$ cat config.mk
export PLATFORM = sky130hd
export DESIGN_NAME = fp_add_norm_pack
export DESIGN_NICKNAME = d
export VERILOG_FILES = /design/src/rtl/fp_add_norm_pack.sv
export SDC_FILE = /design/constraint.sdc
export NUM_CORES = 1
export LEC_CHECK = 0
export BUFFER_PORTS_ARGS = -buffer_cell sky130_fd_sc_hd__buf_2
export CORE_MARGIN = 1
export CORE_UTILIZATION = 58
export DETAILED_ROUTE_END_ITERATION = 6
export PLACE_DENSITY = 0.81
export SLEW_MARGIN = 5
export SYNTH_ARGS = -nofsm -noshare
export SYNTH_HDL_FRONTEND = slang
export SYNTH_SLANG_ARGS = --single-unit
$ cat constraint.sdc
create_clock -name clk -period 5 [get_ports clk]
set_input_delay 0.75 -clock clk [delete_from_list [all_inputs] [get_ports clk]]
set_output_delay 0.75 -clock clk [all_outputs]
set_load 0.01 [all_outputs]
$ cat src/rtl/fp_add_norm_pack.sv
// fp_add_norm_pack: back end of the single-precision add/sub datapath.
// Takes the raw significand-adder sum with guard/round/sticky bits, normalizes
// it one bit per cycle, rounds to nearest-even and packs the IEEE-754 word
// together with the exception flags. One operation is in flight at a time.
module fp_add_norm_pack #(
  parameter int EXP_W  = 8,
  parameter int FRAC_W = 23,
  parameter int SUM_W  = FRAC_W + 5,
  parameter int RES_W  = 1 + EXP_W + FRAC_W
) (
  input  logic             clk,
  input  logic             rst_n,
  input  logic             in_valid,
  output logic             in_ready,
  input  logic             sign_r,
  input  logic [EXP_W-1:0] exp_r,
  input  logic [SUM_W-1:0] sum,
  output logic             out_valid,
  input  logic             out_ready,
  output logic [RES_W-1:0] result,
  output logic             overflow,
  output logic             underflow,
  output logic             inexact,
  output logic             zero
);

  typedef enum logic [1:0] {IDLE, NORM, ROUND, OUT} state_t;

  // Exponent carries two extra bits so carry shifts past the field range and
  // the overflow compare never wrap.
  localparam logic [EXP_W+1:0] E_ONE = {{(EXP_W+1){1'b0}}, 1'b1};
  localparam logic [EXP_W+1:0] E_MAX = {2'b00, {EXP_W{1'b1}}};

  state_t             state_q, state_d;
  logic [SUM_W-1:0]   m_q, m_d;
  logic [EXP_W+1:0]   e_q, e_d;
  logic               sign_q, sign_d;
  logic [RES_W-1:0]   result_q, result_d;
  logic               overflow_q, overflow_d;
  logic               underflow_q, underflow_d;
  logic               inexact_q, inexact_d;
  logic               zero_q, zero_d;

  logic               lsbR, gR, rR, sR, upR, carryR, hidR, inexR, ovfR;
  logic [SUM_W-4:0]   rnd;
  logic [FRAC_W-1:0]  fracR;
  logic [EXP_W+1:0]   eR;
  logic [EXP_W-1:0]   fieldR;

  assign in_ready  = (state_q == IDLE);
  assign out_valid = (state_q == OUT);
  assign result    = result_q;
  assign overflow  = overflow_q;
  assign underflow = underflow_q;
  assign inexact   = inexact_q;
  assign zero      = zero_q;

  // Round-to-nearest-even on the normalized significand and exponent/field selection.
  always_comb begin
    lsbR   = m_q[3];
    gR     = m_q[2];
    rR     = m_q[1];
    sR     = m_q[0];
    upR    = gR & (rR | sR | lsbR);
    rnd    = m_q[SUM_W-1:3] + {{(SUM_W-4){1'b0}}, upR};
    carryR = rnd[SUM_W-4];
    fracR  = carryR ? rnd[FRAC_W:1] : rnd[FRAC_W-1:0];
    hidR   = carryR | rnd[FRAC_W];
    eR     = e_q + {{(EXP_W+1){1'b0}}, carryR};
    inexR  = gR | rR | sR;
    ovfR   = (eR >= E_MAX);
    fieldR = hidR ? eR[EXP_W-1:0] : '0;
  end

  // Next-state logic: accept, iterative normalization, rounding/packing, output hold.
  always_comb begin
    state_d     = state_q;
    m_d         = m_q;
    e_d         = e_q;
    sign_d      = sign_q;
    result_d    = result_q;
    overflow_d  = overflow_q;
    underflow_d = underflow_q;
    inexact_d   = inexact_q;
    zero_d      = zero_q;
    case (state_q)
      IDLE: begin
        if (in_valid) begin
          m_d         = sum;
          e_d         = {2'b00, exp_r};
          sign_d      = sign_r;
          overflow_d  = 1'b0;
          underflow_d = 1'b0;
          inexact_d   = 1'b0;
          zero_d      = 1'b0;
          if (sum == '0) begin
            result_d = {sign_r, {(RES_W-1){1'b0}}};
            zero_d   = 1'b1;
            state_d  = OUT;
          end else begin
            state_d = NORM;
          end
        end
      end
      NORM: begin
        if (m_q[SUM_W-1]) begin
          m_d = {1'b0, m_q[SUM_W-1:1]} | {{(SUM_W-1){1'b0}}, m_q[0]};
          e_d = e_q + E_ONE;
        end else if (!m_q[SUM_W-2] && (e_q > E_ONE)) begin
          m_d = m_q << 1;
          e_d = e_q - E_ONE;
        end else begin
          state_d = ROUND;
        end
      end
      ROUND: begin
        e_d     = eR;
        zero_d  = 1'b0;
        state_d = OUT;
        if (ovfR) begin
          result_d    = {sign_q, {EXP_W{1'b1}}, {FRAC_W{1'b0}}};
          overflow_d  = 1'b1;
          inexact_d   = 1'b1;
          underflow_d = 1'b0;
        end else begin
          result_d    = {sign_q, fieldR, fracR};
          overflow_d  = 1'b0;
          inexact_d   = inexR;
          underflow_d = (fieldR == '0) & inexR;
        end
      end
      OUT: begin
        if (out_ready) begin
          state_d = IDLE;
        end
      end
      default: state_d = IDLE;
    endcase
  end

  // State, datapath and output registers with asynchronous clear.
  always_ff @(posedge clk or negedge rst_n) begin
    if (!rst_n) begin
      state_q     <= IDLE;
      m_q         <= '0;
      e_q         <= '0;
      sign_q      <= 1'b0;
      result_q    <= '0;
      overflow_q  <= 1'b0;
      underflow_q <= 1'b0;
      inexact_q   <= 1'b0;
      zero_q      <= 1'b0;
    end else begin
      state_q     <= state_d;
      m_q         <= m_d;
      e_q         <= e_d;
      sign_q      <= sign_d;
      result_q    <= result_d;
      overflow_q  <= overflow_d;
      underflow_q <= underflow_d;
      inexact_q   <= inexact_d;
      zero_q      <= zero_d;
    end
  end

endmodule

==> impl_results.md, run 1 <==
- Run status: finished, violations left
- Violated checks: DRC
- Number of distinct library cells after synthesis: 70
- Slowest stage delay, CP: 0.80 ns
- Effective utilization at floorplan: 60.9%
- Startpoint types: flip-flop
- Filler cell count: 741
- Met1 track utilization from global routing: 46.9%
- Number of diodes: 0
- Number of standard-cell rows in the floorplan: 34
- Met2 Use GR: 43.5%
- Critical Path, Cell by Cell: and2_1, ha_1, nand3_1, nor2_2, buf_4, nand4_2, and2_1, inv_1, ha_1, ha_1, nand3_1, xnor2_1, and4bb_2, a31o_2, nor3_2, a22o_1
- Area of the mapped netlist: 0.00539 mm2
- Largest net degree at the start of global routing: 78
- DRC: 6
- Register bit total from synthesis: 77
- CTS root buf: clkbuf_8
- Largest buffer count on any clock path: 2
- Critical path buffers and inverters: 2
- Iteration-0 DRC count of the detailed router: 523
- Required time worst endpoint: 5.29 ns
- Register area share after synthesis: 35.7%
- Number of buffers created by CTS: 9
- DIE AREA: 0.00969 mm2
- Clock tree sinks: 77
- Die X-Extent: 98.4 um
- Area share of the leading cell type in the synthesized netlist: 35.7%
- Syn Inst Count: 652
- Count of flip-flops with a built-in enable after synthesis: 0
- Gate power share: 54.0%
- Clock share of power: 14.7%
- Sw Share: 49.0%
- Cell Pwr Density: 686 mW/mm2
- Number of hold-repair buffers added at the cts stage: 0
- Post-CTS clock slew at the launch and capture registers of the worst setup and hold paths: 0.08 ns
- Detailed-placement wirelength estimate: 9910 um
- Max-slew violation total from the final report: 0
- Worst setup path class: reg2reg
- Placeable Area: 0.00885 mm2
- Worst setup EP type: flip-flop
- Switching Power: 1.99 mW
- Via count of the first global-routing pass: 4629
- Worst slack on hold paths: 0.484 ns
- Most instantiated library cell after synthesis: nand2_1
- Peak supply drop: 0.765 mV
- CP Data Arrival Time: 4.81 ns
- First-pass GRT wire length: 23300 um
- Main area contributors after synthesis: dfrtp_1, nand2_1, a21oi_1, nor2_1, mux2i_1
- Most instantiated cells after synthesis: nand2_1, dfrtp_1, nor2_1
- Static leakage: 2.67 nW
- Primary flip-flop cell chosen by synthesis mapping: dfrtp_1
- Post-CTS setup buffer count: 0
- # IOs: 79
- Max-cap violations: 0
- Share of post-route cells with drive strength above 1: 19.7%
- Total Neg Setup Slack: 0 ns
- Floorplan die height: 98.4 um
- Period utilization: 90.3%
- DP Cell Count: 789
- Drt pass-1 iters: 7
- Clk_lat worst skew: 0.37 ns
- Most congested layer reported by global routing: met1
- Syn avg cell area: 8.27 um2
- Maximum fanout along the worst path: 18
- Sequential group share of total power: 31.4%
- Worst setup startpoint: m_q[2]$_DFFE_PN0P_
- Wire length reported by the detailed router: 14100 um
- Slowest-stage cell, CP: nor3_2
- Routed WL per cell: 17.5 um
- Cell internal pwr: 2.07 mW
- Worst hold-check path type: reg2reg
- Net count of the finished layout: 743
- Setup skew after layout: 0.0156 ns
- Origin of the worst min-delay path: result[25]$_DFFE_PN0P_
- Number of resized instances in the post-cts repair step: 0
- Synth-to-Final Area Change: 9.93%
- Routability congestion estimate from global placement: 0.960
- Unrepaired setup endpoints after global routing: no
- Detail-routed via count per cell: 6.32
- Synth Net Count: 703
- Category of cells accounting for the largest share of critical-path delay: simple AND/OR/NAND/NOR gates
- Final count of negative-setup-slack endpoints: 0
- Remaining antenna violation count after routing: 0
- Post-route insts no fill: 805
- Number of antenna violations at the first check in global routing: 0
- Asr flop ratio synth: 100%
- Final worst path period need: 4.52 ns
- CTS H-tree depth: 3
- Total power draw: 4.06 mW
- Startpoint of the most critical register-to-register path: m_q[2]$_DFFE_PN0P_
- Achievable Freq: 221 MHz
- All-layer global routing usage: 30.1%
- Grt total ovfl: 0
- Final hold viol count: 0
- Routed via count: 5085
- Max_slew headroom: 15.2%
- I/O Buffers: 78
- Global routing met3 resource utilization: 5.11%
- Warnings, synthesis: 0
- Worst-margin pin slew: 1.26 ns
- Library cell with the largest summed area after synthesis: dfrtp_1
- TritonCTS clock tree: done
- Top cell by count, worst path: ha_1
path summary, 6_finish.rpt:
check / endpoint / slack (ns) / cells after the start
max reg2reg: result[6]$_DFFE_PN0P_ / 0.48 / 16
min: result[25]$_DFFE_PN0P_ / 0.48 / 2
min reg2reg: result[25]$_DFFE_PN0P_ / 0.48 / 2
min in group asynchronous: result[31]$_DFFE_PN0P_ / 0.53 / 1
max in group asynchronous: m_q[4]$_DFFE_PN0P_ / 3.82 / 1
max: result[6]$_DFFE_PN0P_ / 0.48 / 16
sequential cells by signal, indices dropped and copies added, names as in the netlist:
signal and cells:
m_q 28, result 32, sign_q 1, inexact 1, zero 1, state_q 2, e_q 10, underflow 1
overflow 1
cells in the final DEF, fill, tap and decap left out, types with 3 or more instances in the layout:
cell type,instances
nand2_1,105
clkbuf_8,10
nand2b_1,4
nand4_1,9
dfrtp_1,77
nand3_1,19
or4_1,4
o31ai_1,10
nor3_2,3
a22o_1,19
xor2_1,20
o21ai_0,27
a211oi_1,3
a221oi_1,9
nor2_1,54
xnor2_1,12
buf_4,6
a21oi_1,47
o21ai_1,24
inv_1,17
bufinv_16,3
a21oi_2,20
and4_1,3
and3_1,6
ha_1,9
nor4_1,6
and2_1,3
mux2i_1,20
o22ai_1,4
a31oi_1,8
nor3_1,10
buf_2,77
per-layer routing:
metal	part of all wire, %	vias up
li1	-	2425
met5	0	-
met1	49	2445
met4	1.2	0
met3	6.4	20
met2	44	195
cells by family (layout without fill, tap and decap cells):
group	count (synthesis)	after routing	share of synthesized area, %
muxes	22	22	4.13
adders and majority gates	10	10	2.32
buffers and inverters	71	116	6.50
DFF	77	77	35.7
xor gates and xnor gates	32	32	5.20
and+or+nand+nor	240	240	21.0
AOI/OAI and AO/OA	200	200	25.1
power groups by stage:
stage               Clock (mW)  Combinational, mW  Sequential [mW]
global placement             0               2.10             1.25
global route             0.613               2.42             1.31
detailed placement           0               2.16             1.27
finish                   0.595               2.19             1.27
CTS                      0.594               2.17             1.26
floorplan                    0               1.82             1.11
final cells by class:
| cell class | count | area [um2] | area share [%] |
|---|---|---|---|
| multi-input combinational | 504 | 3120 | 52.7 |
| timing repair buffer | 83 | 430 | 7.26 |
| clock buffer | 10 | 138 | 2.32 |
| clock inverter | 6 | 110 | 1.86 |
| sequential | 77 | 1930 | 32.5 |
| tap | 108 | 135 | 2.28 |
| inverter | 17 | 63.8 | 1.08 |
metrics by stage:
step           utilization [%]  setup WS, ns  cell area [um2]
5_1_grt                   67.0         0.123             5930
6_report                  67.0         0.484             5930
3_3_place_gp              64.2         0.861             5680
4_1_cts                   67.0         0.554             5930
2_1_floorplan                -          1.21             5390
3_5_place_dp              64.2         0.628             5680
worst register-to-register path, stage by stage, from the launching register on:
cell and delay, ns:
dfrtp_1 0.48, and2_1 0.19, ha_1 0.18, nand3_1 0.19, nor2_2 0.16, buf_4 0.24, nand4_2 0.23, and2_1 0.26
inv_1 0.06, ha_1 0.17, ha_1 0.26, nand3_1 0.16, xnor2_1 0.24, and4bb_2 0.28, a31o_2 0.28, nor3_2 0.80
a22o_1 0.26
(Power assumes the default switching activity.)
==> run 2, diff against run 1 <==
--- a/config.mk
+++ b/config.mk
@@ -7,10 +7,12 @@
 export LEC_CHECK = 0
 export BUFFER_PORTS_ARGS = -buffer_cell sky130_fd_sc_hd__buf_2
 export CORE_MARGIN = 1
-export CORE_UTILIZATION = 58
+export CORE_UTILIZATION = 53
+export CTS_CLUSTER_DIAMETER = 60
 export DETAILED_ROUTE_END_ITERATION = 6
-export PLACE_DENSITY = 0.81
+export PLACE_DENSITY = 0.78
 export SLEW_MARGIN = 5
 export SYNTH_ARGS = -nofsm -noshare
 export SYNTH_HDL_FRONTEND = slang
 export SYNTH_SLANG_ARGS = --single-unit
+export TNS_END_PERCENT = 10
==> constraint.sdc (replaced) <==
create_clock -name clk -period 3.64 [get_ports clk]
set_input_delay 0.546 -clock clk [delete_from_list [all_inputs] [get_ports clk]]
set_output_delay 0.546 -clock clk [all_outputs]
set_load 0.01 [all_outputs]
==> impl_results.md, run 2 (synthesis results as in run 1) <==
- CTS H-tree depth: 3
- Unrepaired setup endpoints after global routing: no
- Post-CTS clock slew at the launch and capture registers of the worst setup and hold paths: 0.08 ns
- Peak supply drop: 0.506 mV
- Period utilization: 92.6%
- Post-placement setup slack: 0.00608 ns
- Final critical-path setup slack: 0.270 ns
- Worst hold-check path type: in2async
- Placeable Area: 0.00982 mm2
- Number of antenna violations at the first check in global routing: 0
- Setup skew after layout: 0.0137 ns
- Cell Pwr Density: 931 mW/mm2
- Final worst path period need: 3.37 ns
- Detailed-placement wirelength estimate: 10500 um
- Clock tree sinks: 77
- TritonCTS clock tree: done
- Max-slew violation total from the final report: 0
- Effective utilization at floorplan: 54.9%
- All-layer global routing usage: 28.7%
- First-pass GRT wire length: 23200 um
- Run status: complete, no violations
- Net count of the finished layout: 766
- CTS root buf: clkbuf_8
- Number of cells on the worst reg-to-reg path: 12
- Via count of the first global-routing pass: 4490
- Static leakage: 2.79 nW
- Iteration-0 DRC count of the detailed router: 387
- Routed WL per cell: 17.0 um
- Total power draw: 5.74 mW
- Die X-Extent: 103 um
- Worst-margin pin slew: 0.983 ns
- Detail-routed via count per cell: 5.97
- Grt total ovfl: 0
- Max-cap violations: 0
- DIE AREA: 0.0106 mm2
- Largest net degree at the start of global routing: 78
- Most common library cell in the layout ignoring fill and taps: nand2_1
- Critical R2R Capture: underflow$_DFFE_PN0P_
- Worst setup startpoint: m_q[19]$_DFFE_PN0P_
- Synth-to-Final Area Change: 14.3%
- Share of post-route cells with drive strength above 1: 22.5%
- Final count of negative-setup-slack endpoints: 0
- Max_slew headroom: 34.5%
- Number of buffers created by CTS: 9
- # IOs: 79
- Worst setup path class: reg2reg
- Worst setup EP type: flip-flop
- Achievable Freq: 297 MHz
- Startpoint of the most critical register-to-register path: m_q[19]$_DFFE_PN0P_
- Startpoint types: flip-flop
- Largest buffer count on any clock path: 2
- Routed via count: 5095
- CP Data Arrival Time: 3.67 ns
- Floorplan die height: 103 um
- Final hold viol count: 0
- Remaining antenna violation count after routing: 0
- Worst slack on hold paths: 0.317 ns
- Number of diodes: 0
- Capturing instance or port of the critical path: underflow$_DFFE_PN0P_
- Routability congestion estimate from global placement: 0.938
- Worst setup slack for register-to-register paths: 0.27 ns
- Maximum fanout along the worst path: 8
- Clk_lat worst skew: 0.37 ns
- Drt pass-1 iters: 5
- DRC: 0
- Leading cell types in the layout, fill and taps excluded: nand2_1, buf_2, dfrtp_1
- Wire length reported by the detailed router: 14500 um
- Required time worst endpoint: 3.94 ns
- Number of standard-cell rows in the floorplan: 36
- Max FFs per register: 32
- I/O Buffers: 78
-- run 2: cell count changes in the layout (fill, tap and decap cells not counted), sizes merged --
cell      before  now
buf           83  106
clkinvlp       2    1
clkinv         1    2
-- run 2: repair_timing --
action	in CTS	in global routing
endpoints found under the setup margin	3	30
setup buffers	1	0
hold buffers	0	0
gates resized for setup	0	3
pin swaps	1	0
-- run 2: final cells by class --
cell class,count,area (um2)
clock buffer,10,128
fill,872,3660
timing repair buffer,106,616
inverter,17,63.8
sequential,77,1930
multi-input combinational,504,3150
tap,133,166
clock inverter,6,111
-- run 2: worst min path at each step --
stage	to	cells past startpoint	slack, ns
6_report	state_q[0]$_DFFE_PN0P_	1	0.32
5_1_grt	state_q[0]$_DFFE_PN0P_	1	0.43
4_1_cts	m_q[4]$_DFFE_PN0P_	1	0.39
3_5_place_dp	overflow$_DFFE_PN0P_	2	0.46
3_3_place_gp	result[28]$_DFFE_PN0P_	2	0.46
2_1_floorplan	e_q[0]$_DFFE_PN0P_	0	0.25
-- run 2: per-stage QoR --
stage	instance area [um2]	setup TNS (ns)	util, %	cells
finish	6160	0	62.8	853
detailed placement	5890	0	60.0	836
global route	6160	0	62.8	853
CTS	6150	0	62.6	853
floorplan	5400	-0.279	-	652
global placement	5890	0	60.0	836
-- run 2: metal layers --
| layer | track usage [%] | up-vias | routed length (um) |
|---|---|---|---|
| li1 | - | 2469 | - |
| met1 | 45.5 | 2415 | 7310 |
| met2 | 40.0 | 192 | 6110 |
| met3 | 3.05 | 19 | 857 |
| met4 | 9.64 | 0 | 243 |
| met5 | 0 | - | 0 |
-- run 2: power breakdown --
| group | switching (mW) | internal (mW) |
|---|---|---|
| combinational | 2.02 | 1.29 |
| clock | 0.333 | 0.456 |
| sequential | 0.417 | 1.22 |
-- run 2: worst max-delay path: stages (launching register included) --
cell and delay [ns]:
dfrtp_1 0.48, and4_1 0.34, and3_1 0.24, a31o_2 0.17, and2_1 0.15, inv_1 0.06, ha_1 0.20, ha_1 0.24
xor2_1 0.18, or4_1 0.50, or4_1 0.48, o21ai_1 0.13, a22o_1 0.13
